### src/rtl/mul_writeback_buffer.sv
// Writeback buffer between the multiplier and the register file.
// Circular FIFO of {flags, result, dest, set_cc} with condition-code update on retire.
module mul_writeback_buffer #(
    parameter int unsigned DEPTH = 4
) (
    input  logic                     clk,
    input  logic                     reset,
    input  logic                     in_valid,
    input  logic [35:0]              in_data,
    input  logic [4:0]               in_dest,
    input  logic                     in_set_cc,
    output logic                     in_ready,
    output logic                     out_valid,
    input  logic                     out_ready,
    output logic [31:0]              out_result,
    output logic [4:0]               out_dest,
    output logic                     out_we,
    output logic [3:0]               cc,
    output logic [$clog2(DEPTH):0]   count,
    output logic [7:0]               drop_count
);

    localparam int unsigned AW = $clog2(DEPTH);
    localparam logic [AW-1:0] LAST_PTR   = AW'(DEPTH - 1);
    localparam logic [AW:0]   FULL_COUNT = (AW + 1)'(DEPTH);

    logic [3:0]    flags_mem  [DEPTH];
    logic [31:0]   result_mem [DEPTH];
    logic [4:0]    dest_mem   [DEPTH];
    logic          set_cc_mem [DEPTH];

    logic [AW-1:0] wr_ptr;
    logic [AW-1:0] rd_ptr;
    logic          push;
    logic          pop;
    logic [4:0]    head_dest;

    // Ready depends only on registered occupancy, so a full buffer never accepts on a pop cycle.
    assign in_ready  = (count < FULL_COUNT);
    assign out_valid = (count != '0);
    assign push      = in_valid && in_ready;
    assign pop       = out_valid && out_ready;

    always_comb begin
        head_dest  = dest_mem[rd_ptr];
        out_result = '0;
        out_dest   = '0;
        out_we     = 1'b0;
        if (out_valid) begin
            out_result = result_mem[rd_ptr];
            out_dest   = head_dest;
            out_we     = (head_dest != '0);
        end
    end

    // Storage is written only on an accepted push; no reset needed.
    always_ff @(posedge clk) begin
        if (push) begin
            flags_mem[wr_ptr]  <= in_data[35:32];
            result_mem[wr_ptr] <= in_data[31:0];
            dest_mem[wr_ptr]   <= in_dest;
            set_cc_mem[wr_ptr] <= in_set_cc;
        end
    end

    always_ff @(posedge clk) begin
        if (reset) begin
            wr_ptr     <= '0;
            rd_ptr     <= '0;
            count      <= '0;
            cc         <= '0;
            drop_count <= '0;
        end else begin
            if (push) begin
                wr_ptr <= (wr_ptr == LAST_PTR) ? '0 : wr_ptr + 1'b1;
            end
            if (pop) begin
                rd_ptr <= (rd_ptr == LAST_PTR) ? '0 : rd_ptr + 1'b1;
                if (set_cc_mem[rd_ptr]) begin
                    cc <= flags_mem[rd_ptr];
                end
            end
            case ({push, pop})
                2'b10:   count <= count + 1'b1;
                2'b01:   count <= count - 1'b1;
                default: count <= count;
            endcase
            if (in_valid && !in_ready && (drop_count != '1)) begin
                drop_count <= drop_count + 1'b1;
            end
        end
    end

endmodule

### config.mk
export PLATFORM = sky130hd
export DESIGN_NAME = mul_writeback_buffer
export DESIGN_NICKNAME = d
export VERILOG_FILES = /design/src/rtl/mul_writeback_buffer.sv
export SDC_FILE = /design/constraint.sdc
export NUM_CORES = 1
export LEC_CHECK = 0
export CORE_ASPECT_RATIO = 0.75
export CORE_MARGIN = 2
export CORE_UTILIZATION = 56
export CTS_BUF_LIST = sky130_fd_sc_hd__clkbuf_4 sky130_fd_sc_hd__clkbuf_8
export CTS_CLUSTER_DIAMETER = 60
export DETAILED_ROUTE_END_ITERATION = 12
export PLACE_DENSITY = 0.83
export SYNTH_ARGS = -nofsm -noshare
export SYNTH_HDL_FRONTEND = slang
export SYNTH_SLANG_ARGS = --single-unit
### constraint.sdc
create_clock -name clk -period 3.1 [get_ports clk]
set_clock_uncertainty 0.2 [all_clocks]
set_input_delay 0.775 -clock clk [delete_from_list [all_inputs] [get_ports clk]]
set_output_delay 0.775 -clock clk [all_outputs]
set_load 0.1 [all_outputs]
## Word-level counts from Yosys, hierarchy flattened

Memory sizes are Yosys's and may differ from the RTL's. A register that Yosys moved wholly into a read port is not among the register bits.
Cells that the tools add are included.
Widths: inputs -> output; s select.

| cells by class | value |
|---|---|
| add/sub/neg operators | 5 |
| magnitude comparators | 1 |
| equality and inequality tests | 5 |
| multiplexer cells | 14 |
| reduce and logical (&&, ||, !) cells | 9 |

Operators with widths:

| operator | count |
|---|---|
| $mux 32 | 1 |
| $mux 2 | 8 |
| $add 8x1->8 const B | 1 |
| $ne 8x8->1 const B | 1 |
| $eq 2x2->1 const B | 3 |
| $pmux 3 s2 | 1 |
| $mux 5 | 1 |
| $reduce_bool 5->1 | 1 |
| $add 2x1->2 const B | 2 |
| $logic_and 1x1->1 | 4 |
| $add 3x1->3 const B | 1 |
| $lt 3x3->1 const B | 1 |
| $mux 1 | 3 |
| $reduce_bool 3->1 | 1 |
| $sub 3x1->3 const B | 1 |
| $eq 2x1->1 const B | 1 |
| $reduce_and 2->1 | 1 |
| $reduce_bool 2->1 | 1 |
| $logic_not 1->1 | 1 |

| word-level totals | value |
|---|---|
| flip-flop bits (word level) | 15 |
| RAM bits | 168 |
| input port bits | 46 |
| memories | 4 |

Memory list:

| name | words | width | rd ports | clocked after memory_dff | write ports | RTL line | RTL |
|---|---|---|---|---|---|---|---|
| result_mem | 4 | 32 | 1 | 1 | 1 | 28 | `logic [31:0] result_mem [DEPTH];` |
| dest_mem | 4 | 5 | 1 | 1 | 1 | 29 | `logic [4:0] dest_mem [DEPTH];` |
| flags_mem | 4 | 4 | 1 | 1 | 1 | 27 | `logic [3:0] flags_mem [DEPTH];` |
| set_cc_mem | 4 | 1 | 1 | 1 | 1 | 30 | `logic set_cc_mem [DEPTH];` |

## Depth between registers and ports, before layout

Gate-level depths: netlist (run 1).

| depth | value |
|---|---|
| word-level depth | 4 |
| gate-level depth with buffers | 10 |
| mapped depth without buffers | 9 |

## Worst setup path after synthesis (run 1)

Ideal clock, no wire load.

| path | value |
|---|---|
| kind | register to output |
| start point | register count[2] |
| end point | output port out_result[23] |
| arrival time | 3.273 ns |
| data required time | 2.125 ns |
| setup slack | -1.148 ns |
| cell stages (with the launch flop) | 5 |
| buffers on the path | 2 |
| path through | dfxtp_1 -> or3_1 -> clkbuf_1 -> clkbuf_1 -> and2_1 |

| on the way | value |
|---|---|
| longest elaborated chain between the ends | 2 |

RTL lines:

| item | RTL line | RTL |
|---|---|---|
| start, declared | 19 | `output logic [$clog2(DEPTH):0] count,` |
| start signal, assigned | 84 | `2'b10: count <= count + 1'b1;` |
| start signal, assigned | 85 | `2'b01: count <= count - 1'b1;` |
| start signal, assigned | 86 | `default: count <= count;` |
| $reduce_bool 3->1 | 40 | `assign out_valid = (count != '0);` |
| via out_valid | 13 | `output logic out_valid,` |
| $mux 32 | 49 | `if (out_valid) begin` |
| end, declared | 15 | `output logic [31:0] out_result,` |

The timed path passes the listed nets, and every way through them passes these cells.

==> results of run 1 <==
## through the flow
| step | worst slack (ns) | util, % | cell area, um2 | instances | setup TNS, ns |
|---|---|---|---|---|---|
| after floorplan | -0.0473 | - | 7300 | 373 | -0.410 |
| after global placement | 0.107 | 69.9 | 8970 | 642 | 0 |
| after detailed placement | 0.0562 | 69.9 | 8970 | 642 | 0 |
| after CTS | -0.223 | 73.0 | 9370 | 675 | -1.28 |
| after global routing | -0.273 | 73.6 | 9450 | 677 | -1.86 |
| final | -0.192 | 73.7 | 9460 | 678 | -0.194 |
## cell type report
class	count	share of cell area, %
inverters	9	0.357
multi-input cells	159	18.5
clock inverters	13	1.48
clock buffers	19	2.63
well taps	171	2.26
repair buffers	117	16.8
diodes	1	0.0265
flip-flops and latches	189	57.9
## final timing paths
| kind | startpoint | end | slack, ns | cells after the start |
|---|---|---|---|---|
| max | register | out_we | -0.19 | 4 |
| min | cc[2] | cc[2] | 0.32 | 2 |
| max reg2reg | count[2] | count[2] | 0.38 | 10 |
| min reg2reg | cc[2] | cc[2] | 0.32 | 2 |
## registers in the layout, summed over array words and instances, names as in the netlist, named ones only
name        count
result_mem    128
dest_mem       20
flags_mem      16
drop_count      8
cc              4
set_cc_mem      4
count           3
rd_ptr          2
wr_ptr          2
## what timing repair did
item | 4_1_cts | 5_1_grt
pin swaps | 0 | 0
hold buffers | 0 | 0
gates resized for setup | 3 | 18
buffers inserted | 1 | 1
gates cloned | 0 | 1
setup endpoints to repair | 26 | 26
## layer usage
layer / up-vias / routed length (um)
met4: 0 / 114
met3: 11 / 960
met2: 127 / 6980
met5: - / 0
li1: 1704 / -
met1: 1949 / 5680
## cells in the mapped netlist (5+ instances only)
| library cell | count |
|---|---|
| sky130_fd_sc_hd__xor2_1 | 5 |
| sky130_fd_sc_hd__nand2_1 | 7 |
| sky130_fd_sc_hd__ha_1 | 7 |
| sky130_fd_sc_hd__inv_1 | 9 |
| sky130_fd_sc_hd__and2_1 | 42 |
| sky130_fd_sc_hd__mux4_2 | 40 |
| sky130_fd_sc_hd__dfxtp_1 | 21 |
| sky130_fd_sc_hd__nand3_1 | 5 |
| sky130_fd_sc_hd__nor2_1 | 16 |
| sky130_fd_sc_hd__clkbuf_1 | 8 |
| sky130_fd_sc_hd__edfxtp_1 | 168 |
| sky130_fd_sc_hd__mux2i_1 | 6 |
| sky130_fd_sc_hd__a21oi_1 | 7 |
## cells by family after synthesis
kind of cell / after synthesis / synth area share [%]
buf+inv: 25 / 1.50
simple gates: 85 / 6.41
xor+xnor: 5 / 0.601
fa+ha+maj: 8 / 1.48
flops: 189 / 75.1
mux: 48 / 13.9
compound gates: 13 / 1.03
## worst max-delay path, stage by stage (launching register included)
cell and delay (ns):
sky130_fd_sc_hd__dfxtp_4 0.41, sky130_fd_sc_hd__mux4_2 0.54, sky130_fd_sc_hd__or4_1 0.51, sky130_fd_sc_hd__o21a_2 0.23, sky130_fd_sc_hd__buf_12 0.17
==> metrics.yaml, run 1 <==
post_synth.cell_area_avg_um2: 19.5
viasPerCell: 5.59
worstPathRequired_ns: 2.12
ioPinCount: 101
layout.area.seq_mm2: 0.00547
result_of_the_run: "complete, but fails checks"
grt.met2_usage_pct: 33.4
cell_type_with_the_largest_total_area_after_synthesis: "sky130_fd_sc_hd__edfxtp_1"
sort_of_element_at_the_end_of_the_critical_path: "primary output"
fp.dieArea_mm2: 0.0139
ctsHtreeMaxLevel: 4
rows: 36
core_area_mm2: 0.0128
report.final.slew_viol_count: 0
fin_ws_ns: -0.192
timing.setup.critical_path_class: "register to primary output"
die_height_um: 103
cts_tree: "done"
netlist_area_mm2: 0.00728
cap_violations: 0
synthesized_netlist_net_count: 427
synth.yosys.warnings: 0
tightest_slew_ns: 0.697
grt_start_max_net_pins: 43
clkLatencyLatePin_ns: 0.45
setup_viol_count_final: 2
global_route.usage.met1_pct: 26.9
synthDominantCellAreaShare_pct: 69.3
grt_pass1_vias: 3851
min_period_over_period_pct: 106
final_routed_drc_violation_total: 0
starting_density_of_the_core_pct: 56.7
cts.sink_count: 189
layout_min_cycle_time_ns: 3.29
initial_antenna_violation_count: 0
max_freq_mhz: 304
failed_checks: "setup timing"
global_route_usage_sum_pct: 20.7
place_congestion: 0.768
grt_pass1_wl_um: 20500
rsz0062_at_grt: "true"
fin_worst_hold_slack_ns: 0.320
dp.final_hpwl_um: 8610
sequential_to_total_area_share_from_yosys_stat_pct: 75.1
netlist_instances: 373
io_buffer_count: 100
ys_top_cells_by_area: "sky130_fd_sc_hd__edfxtp_1, sky130_fd_sc_hd__mux4_2, sky130_fd_sc_hd__dfxtp_1"
synth_top_flop_cell: "sky130_fd_sc_hd__edfxtp_1"
clock_path_buffers: 2
synth-seq-cells: 189
met3_usage_pct: 7.23
areaGrowthSynthToFinish_pct: 29.9
final_hold_fails: 0
busiest_layer: "met2"
nNetsFinal: 547
synth_cell_type_count: 30
critPathArrivalTime_ns: 2.32
avgRoutedWirePerCell_um: 20.3
drive_gt1_share_pct: 34.2
cts_buffers: 17
drt_first_pass_iters: 4
synth-async-reset-ratio_pct: 0
worstSetupStartpointType: "register"
layout.cells.most_common: "sky130_fd_sc_hd__edfxtp_1"
routed_vias: 3791
multi_input_logic_area_mm2: 0.00175
clk_pin_slew_ns: 0.09
synth_edf_count: 168
gr-total-overflow: 0
layout_common_cells: "sky130_fd_sc_hd__edfxtp_1, sky130_fd_sc_hd__buf_12, sky130_fd_sc_hd__clkdlybuf4s50_1, sky130_fd_sc_hd__mux4_2, sky130_fd_sc_hd__buf_4"
antenna_left: 0
first_iter_violations: 210
layout.filler_cells: 738
wl_um: 13700
die-width_um: 136
critical_path_peak_fanout: 7
slew_headroom_pct: 53.4
cts.root.buffer_cell: "sky130_fd_sc_hd__clkbuf_8"
hold_path_class: "register to register"
Power of run 1 is left out: the tool's default activity adds up to more than one toggle a clock period on the data nets, which glitch-free logic cannot reach.
==> run 2: changes to the inputs <==
- PLACE_DENSITY: 0.83 -> 0.88
==> metrics.yaml, run 2 (same netlist as run 1, synthesis figures left out) <==
worstSetupStartpointType: "register"  # unchanged
layout_common_cells: "sky130_fd_sc_hd__edfxtp_1, sky130_fd_sc_hd__clkdlybuf4s50_1, sky130_fd_sc_hd__buf_12, sky130_fd_sc_hd__mux4_2, sky130_fd_sc_hd__and2_1"  # was sky130_fd_sc_hd__edfxtp_1, sky130_fd_sc_hd__buf_12, sky130_fd_sc_hd__clkdlybuf4s50_1, sky130_fd_sc_hd__mux4_2, sky130_fd_sc_hd__buf_4
die-width_um: 136  # unchanged
met1Wirelength_um: 5470  # was 5680 um
highest_layer: "met4"  # unchanged
fin_ws_ns: -0.182  # was -0.192 ns
ioPinCount: 101  # unchanged
routed_vias: 3732  # was 3791
dpl-instance-area_mm2: 0.00891  # was 0.00897 mm2
die_height_um: 103  # unchanged
cts.root.buffer_cell: "sky130_fd_sc_hd__clkbuf_8"  # unchanged
nNetsFinal: 540  # was 547
critical_path_peak_fanout: 6  # was 7
result_of_the_run: "complete, but fails checks"  # unchanged
dp.final_hpwl_um: 7930  # was 8610 um
preCtsSetupSlack_ns: 0.0448  # was 0.0562 ns
cts_buffers: 17  # unchanged
top_regs: "result_mem: 128 flops, dest_mem: 20 flops, flags_mem: 16 flops"  # unchanged
critPathArrivalTime_ns: 2.31  # was 2.32 ns
drive_gt1_share_pct: 31.3  # was 34.2%
initial_antenna_violation_count: 0  # unchanged
tightest_slew_ns: 0.674  # was 0.697 ns
first_iter_violations: 187  # was 210
avgRoutedWirePerCell_um: 19.2  # was 20.3 um
postLayoutCellArea_mm2: 0.00932  # was 0.00946 mm2
ctsHtreeMaxLevel: 4  # unchanged
n_antenna_cell: 0  # was 1
final_hold_fails: 0  # unchanged
drt_first_pass_iters: 4  # unchanged
cts.sink_count: 189  # unchanged
failed_checks: "setup timing"  # unchanged
met2_wirelength_from_detailed_routing_um: 6380  # was 6980 um
layout.cells.most_common: "sky130_fd_sc_hd__edfxtp_1"  # unchanged
io_buffer_count: 100  # unchanged
report.final.slew_viol_count: 0  # unchanged
layout_min_cycle_time_ns: 3.28  # was 3.29 ns
grt_pass1_wl_um: 19600  # was 20500 um
hold_buffers: 0  # unchanged
grt_start_max_net_pins: 43  # unchanged
fp.dieArea_mm2: 0.0139  # unchanged
starting_density_of_the_core_pct: 56.7  # unchanged
utilization_pct: 72.6  # was 73.7%
viasPerCell: 5.57  # was 5.59
clock_path_buffers: 2  # unchanged
cts_tree: "done"  # unchanged
global_route_usage_sum_pct: 19.7  # was 20.7%
slew_headroom_pct: 54.9  # was 53.4%
rsz0062_at_grt: "true"  # unchanged
final_routed_drc_violation_total: 0  # unchanged
wl_um: 12900  # was 13700 um
setup_viol_count_final: 21  # was 2
rows: 36  # unchanged
clk_pin_slew_ns: 0.09  # about the same
grt_pass1_vias: 3769  # was 3851
areaGrowthSynthToFinish_pct: 28.0  # was 29.9%
worstPathRequired_ns: 2.12  # about the same
clkLatencyLatePin_ns: 0.46  # was 0.45 ns
gr-total-overflow: 0  # unchanged
largest-register: "result_mem"  # unchanged
antenna_left: 0  # unchanged
hold_path_class: "register to register"  # unchanged
cap_violations: 0  # unchanged
timing.setup.critical_path_class: "register to primary output"  # unchanged
detailroute.wirelength.met3_um: 750  # was 960 um
largest_reg_flops: 128  # unchanged
min_period_over_period_pct: 106  # about the same
sort_of_element_at_the_end_of_the_critical_path: "primary output"  # unchanged
max_freq_mhz: 305  # was 304 MHz
place_congestion: 0.733  # was 0.768
core_area_mm2: 0.0128  # unchanged
==> run 2: changes by cell type in the layout (fill, tap and decap cells not counted) <==
cell	change
sky130_fd_sc_hd__clkinv_4	-3
sky130_fd_sc_hd__clkbuf_16	-1
sky130_fd_sc_hd__buf_4	-1
sky130_fd_sc_hd__clkbuf_4	-1
sky130_fd_sc_hd__and2_4	-14
sky130_fd_sc_hd__buf_6	-2
sky130_fd_sc_hd__diode_2	-1
sky130_fd_sc_hd__clkinv_2	+1
sky130_fd_sc_hd__and2_1	+12
sky130_fd_sc_hd__and2_2	+2
sky130_fd_sc_hd__buf_12	-3
sky130_fd_sc_hd__inv_8	+3
sky130_fd_sc_hd__clkinv_1	-2
sky130_fd_sc_hd__clkinvlp_4	+2
==> run 2: cell type report <==
cell class	count	area, um2
fill	766	3520
timing repair buffer	110	1480
clock buffer	18	241
inverter	9	33.8
clock inverter	14	160
sequential	189	5470
tap	171	214
multi-input combinational	159	1720
==> run 2: worst paths after layout <==
kind	slack [ns]	depth (start not counted)	to	from
max	-0.18	5	out_we	register
min	0.31	2	cc[3]	cc[3]
max reg2reg	0.41	10	count[2]	count[2]
min reg2reg	0.31	2	cc[3]	cc[3]
==> run 2: per-layer routing <==
layer,vias to the layer above,GRT usage [%]
met3,22,6.19
met2,110,31.9
met1,1905,25.3
met4,0,8.57
li1,1695,-
met5,-,0
==> run 2: critical path, cell delays in order, from the launching register on <==
cell                      delay, ns
sky130_fd_sc_hd__dfxtp_4       0.40
sky130_fd_sc_hd__buf_4         0.12
sky130_fd_sc_hd__mux4_2        0.51
sky130_fd_sc_hd__or4_1         0.41
sky130_fd_sc_hd__o21a_2        0.23
sky130_fd_sc_hd__buf_12        0.17
==> run 2: per-stage QoR <==
stage / TNS (ns) / hold WS [ns] / cells
after floorplan: -0.410 / 0.269 / 373
after global placement: 0 / 0.276 / 637
after detailed placement: 0 / 0.300 / 637
after CTS: -2.95 / 0.323 / 670
after global routing: -5.53 / 0.355 / 670
final: -1.70 / 0.311 / 670
==> run 2: repair_timing <==
action | CTS | global route
endpoints found under the setup margin | 30 | 34
setup buffers | 1 | 0
resized for setup | 1 | 0
Power of run 2 is left out for the same reason.
==> run 3: changes to the inputs <==
- ABC_AREA: unset -> 1
- CORE_UTILIZATION: 56 -> 57
- PLACE_DENSITY: 0.88 -> 0.89
- SLEW_MARGIN: unset -> 20
==> metrics.yaml, run 3 <==
synth_edf_count: 168  # unchanged
largest_reg_flops: 128  # unchanged
nNetsFinal: 805  # was 540
io_buffer_count: 100  # unchanged
clk_pin_slew_ns: 0.10  # was 0.09 ns
synthDominantCellAreaShare_pct: 67.0  # was 69.3%
layout_common_cells: "sky130_fd_sc_hd__edfxtp_1, sky130_fd_sc_hd__nor2_1, sky130_fd_sc_hd__o21ai_0, sky130_fd_sc_hd__nand2_1, sky130_fd_sc_hd__clkdlybuf4s50_1"  # was sky130_fd_sc_hd__edfxtp_1, sky130_fd_sc_hd__clkdlybuf4s50_1, sky130_fd_sc_hd__buf_12, sky130_fd_sc_hd__mux4_2, sky130_fd_sc_hd__and2_1
report.final.slew_viol_count: 0  # unchanged
max_freq_mhz: 329  # was 305 MHz
viasPerCell: 5.72  # was 5.57
timing.setup.critical_path_class: "register to primary output"  # unchanged
die_height_um: 104  # was 103 um
grt_pass1_wl_um: 27600  # was 19600 um
layout_min_cycle_time_ns: 3.04  # was 3.28 ns
timing.setup.tns_ns: 0  # was -1.70 ns
cts_tree: "done"  # unchanged
sort_of_element_at_the_end_of_the_critical_path: "primary output"  # unchanged
netlist_instances: 645  # was 373
post_synth.cell_area_avg_um2: 11.7  # was 19.5 um2
result_of_the_run: "finished, final reports clean"  # was complete, but fails checks
dp.final_hpwl_um: 10900  # was 7930 um
grt_pass1_vias: 5426  # was 3769
sequential_to_total_area_share_from_yosys_stat_pct: 72.6  # was 75.1%
grt_start_max_net_pins: 77  # was 43
clkLatencyLatePin_ns: 0.48  # was 0.46 ns
drive_gt1_share_pct: 20.9  # was 31.3%
cell_type_with_the_largest_total_area_after_synthesis: "sky130_fd_sc_hd__edfxtp_1"  # unchanged
fp.dieArea_mm2: 0.0141  # was 0.0139 mm2
drt_first_pass_iters: 6  # was 4
die-width_um: 137  # was 136 um
ioPinCount: 101  # unchanged
layout.cells.most_common: "sky130_fd_sc_hd__edfxtp_1"  # unchanged
rows: 36  # unchanged
critical_path_peak_fanout: 76  # was 6
cts.root.buffer_cell: "sky130_fd_sc_hd__clkbuf_8"  # unchanged
areaGrowthSynthToFinish_pct: 33.0  # was 28.0%
top_cells_by_count_synth: "sky130_fd_sc_hd__nor2_1, sky130_fd_sc_hd__edfxtp_1, sky130_fd_sc_hd__o21ai_0, sky130_fd_sc_hd__nand2_1, sky130_fd_sc_hd__a21oi_1"  # was sky130_fd_sc_hd__edfxtp_1, sky130_fd_sc_hd__and2_1, sky130_fd_sc_hd__mux4_2, sky130_fd_sc_hd__dfxtp_1, sky130_fd_sc_hd__nor2_1
synth-seq-cells: 189  # unchanged
global_route_usage_sum_pct: 26.0  # was 19.7%
synth-async-reset-ratio_pct: 0  # unchanged
starting_density_of_the_core_pct: 58.2  # was 56.7%
synth.yosys.warnings: 0  # unchanged
final_hold_fails: 0  # unchanged
first_iter_violations: 605  # was 187
tightest_slew_ns: 0.485  # was 0.674 ns
hold_buffers: 0  # unchanged
routed_vias: 5347  # was 3732
final_routed_drc_violation_total: 0  # unchanged
post-synth-top-count-cell: "sky130_fd_sc_hd__nor2_1"  # was sky130_fd_sc_hd__edfxtp_1
antenna_left: 0  # unchanged
wl_um: 17700  # was 12900 um
cts_buffers: 17  # unchanged
synth_cell_type_count: 25  # was 30
initial_antenna_violation_count: 0  # unchanged
setup_viol_count_final: 0  # was 21
avgRoutedWirePerCell_um: 19.0  # was 19.2 um
cts_setup_buffers: 0  # was 1
worstPathRequired_ns: 2.12  # about the same
cap_violations: 0  # unchanged
netlist_area_mm2: 0.00753  # was 0.00728 mm2
synthesized_netlist_net_count: 699  # was 427
min_period_over_period_pct: 98.0  # was 106%
core_area_mm2: 0.0129  # was 0.0128 mm2
place_congestion: 0.795  # was 0.733
largest-register: "result_mem"  # unchanged
clock_path_buffers: 2  # unchanged
utilization_pct: 77.4  # was 72.6%
cts.sink_count: 189  # unchanged
rsz0062_at_grt: "false"  # was true
worstSetupStartpointType: "register"  # unchanged
hold_path_class: "register to register"  # unchanged
slew_headroom_pct: 67.6  # was 54.9%
ctsHtreeMaxLevel: 4  # unchanged
synth_top_flop_cell: "sky130_fd_sc_hd__edfxtp_1"  # unchanged
critPathArrivalTime_ns: 2.06  # was 2.31 ns
gr-total-overflow: 0  # unchanged
n_antenna_cell: 0  # unchanged
ys_top_cells_by_area: "sky130_fd_sc_hd__edfxtp_1, sky130_fd_sc_hd__nor2_1, sky130_fd_sc_hd__dfxtp_1"  # was sky130_fd_sc_hd__edfxtp_1, sky130_fd_sc_hd__mux4_2, sky130_fd_sc_hd__dfxtp_1
fin_worst_hold_slack_ns: 0.323  # was 0.311 ns
top_regs: "result_mem: 128 flops, dest_mem: 20 flops, flags_mem: 16 flops"  # unchanged
[run 3: cell types whose count changed in the layout (fill, tap and decap cells not counted), moves of 6 or more]
cell / change
sky130_fd_sc_hd__and2_2: -12
sky130_fd_sc_hd__and2_1: -30
sky130_fd_sc_hd__nor2_4: +10
sky130_fd_sc_hd__a21oi_4: +32
sky130_fd_sc_hd__nand2_1: +48
sky130_fd_sc_hd__nor2_1: +150
sky130_fd_sc_hd__inv_1: +16
sky130_fd_sc_hd__mux2i_1: -6
sky130_fd_sc_hd__mux4_2: -41
sky130_fd_sc_hd__nand3_1: +12
sky130_fd_sc_hd__buf_4: +8
sky130_fd_sc_hd__o21ai_0: +76
[run 3: final timing paths]
kind | start | to | slack [ns] | cells after the start
worst max-delay path | register | out_result[9] | 0.06 | 6
worst min-delay path | cc[3] | cc[3] | 0.32 | 4
worst max register to register | count[2] | count[2] | 0.83 | 12
worst min register to register | cc[3] | cc[3] | 0.32 | 4
[run 3: kinds of logic (layout without fill, tap and decap cells)]
family,Yosys count,in the layout,share of synthesized area (%)
adder cells (fa/ha/maj),8,8,1.43
AO/OA/AOI/OAI,126,126,8.41
AND/OR/NAND/NOR,260,260,13.6
flip-flops,189,189,72.6
XOR/XNOR,2,2,0.233
buffers and inverters,60,179,3.67
[run 3: final cells by class]
type,instances,area (um2)
Clock buffer,17,234
Clock inverter,15,198
Fill cell,720,2920
Inverter,29,124
Multi-Input combinational cell,396,2240
Sequential cell,189,5470
Tap cell,171,214
Timing Repair Buffer,118,1530
[run 3: stage by stage]
stage	cell area [um2]	cells	worst slack, ns
final	10000	935	0.0625
after floorplan	8020	645	-0.506
after global routing	10000	935	0.00211
after detailed placement	9530	903	0.296
after CTS	9970	935	0.0565
after global placement	9530	903	0.378
[run 3: timing repair]
item,in CTS,in global routing
endpoints found under the setup margin,19,2
resized for setup,3,11
gates cloned,0,0
[run 3: worst max-delay path, cell delays in order (launching register included)]
cell and delay (ns):
sky130_fd_sc_hd__dfxtp_4 0.40, sky130_fd_sc_hd__buf_16 0.30, sky130_fd_sc_hd__nor2_1 0.12, sky130_fd_sc_hd__nor2_1 0.17
sky130_fd_sc_hd__o21ai_1 0.15, sky130_fd_sc_hd__a21oi_4 0.22, sky130_fd_sc_hd__buf_12 0.19
[run 3: per-layer routing]
metal	routed length, um	track usage [%]
met4	361	8.26
met3	1370	7.05
met5	0	0
met1	6890	33.3
met2	9100	43.4
Power of run 3 is left out for the same reason.
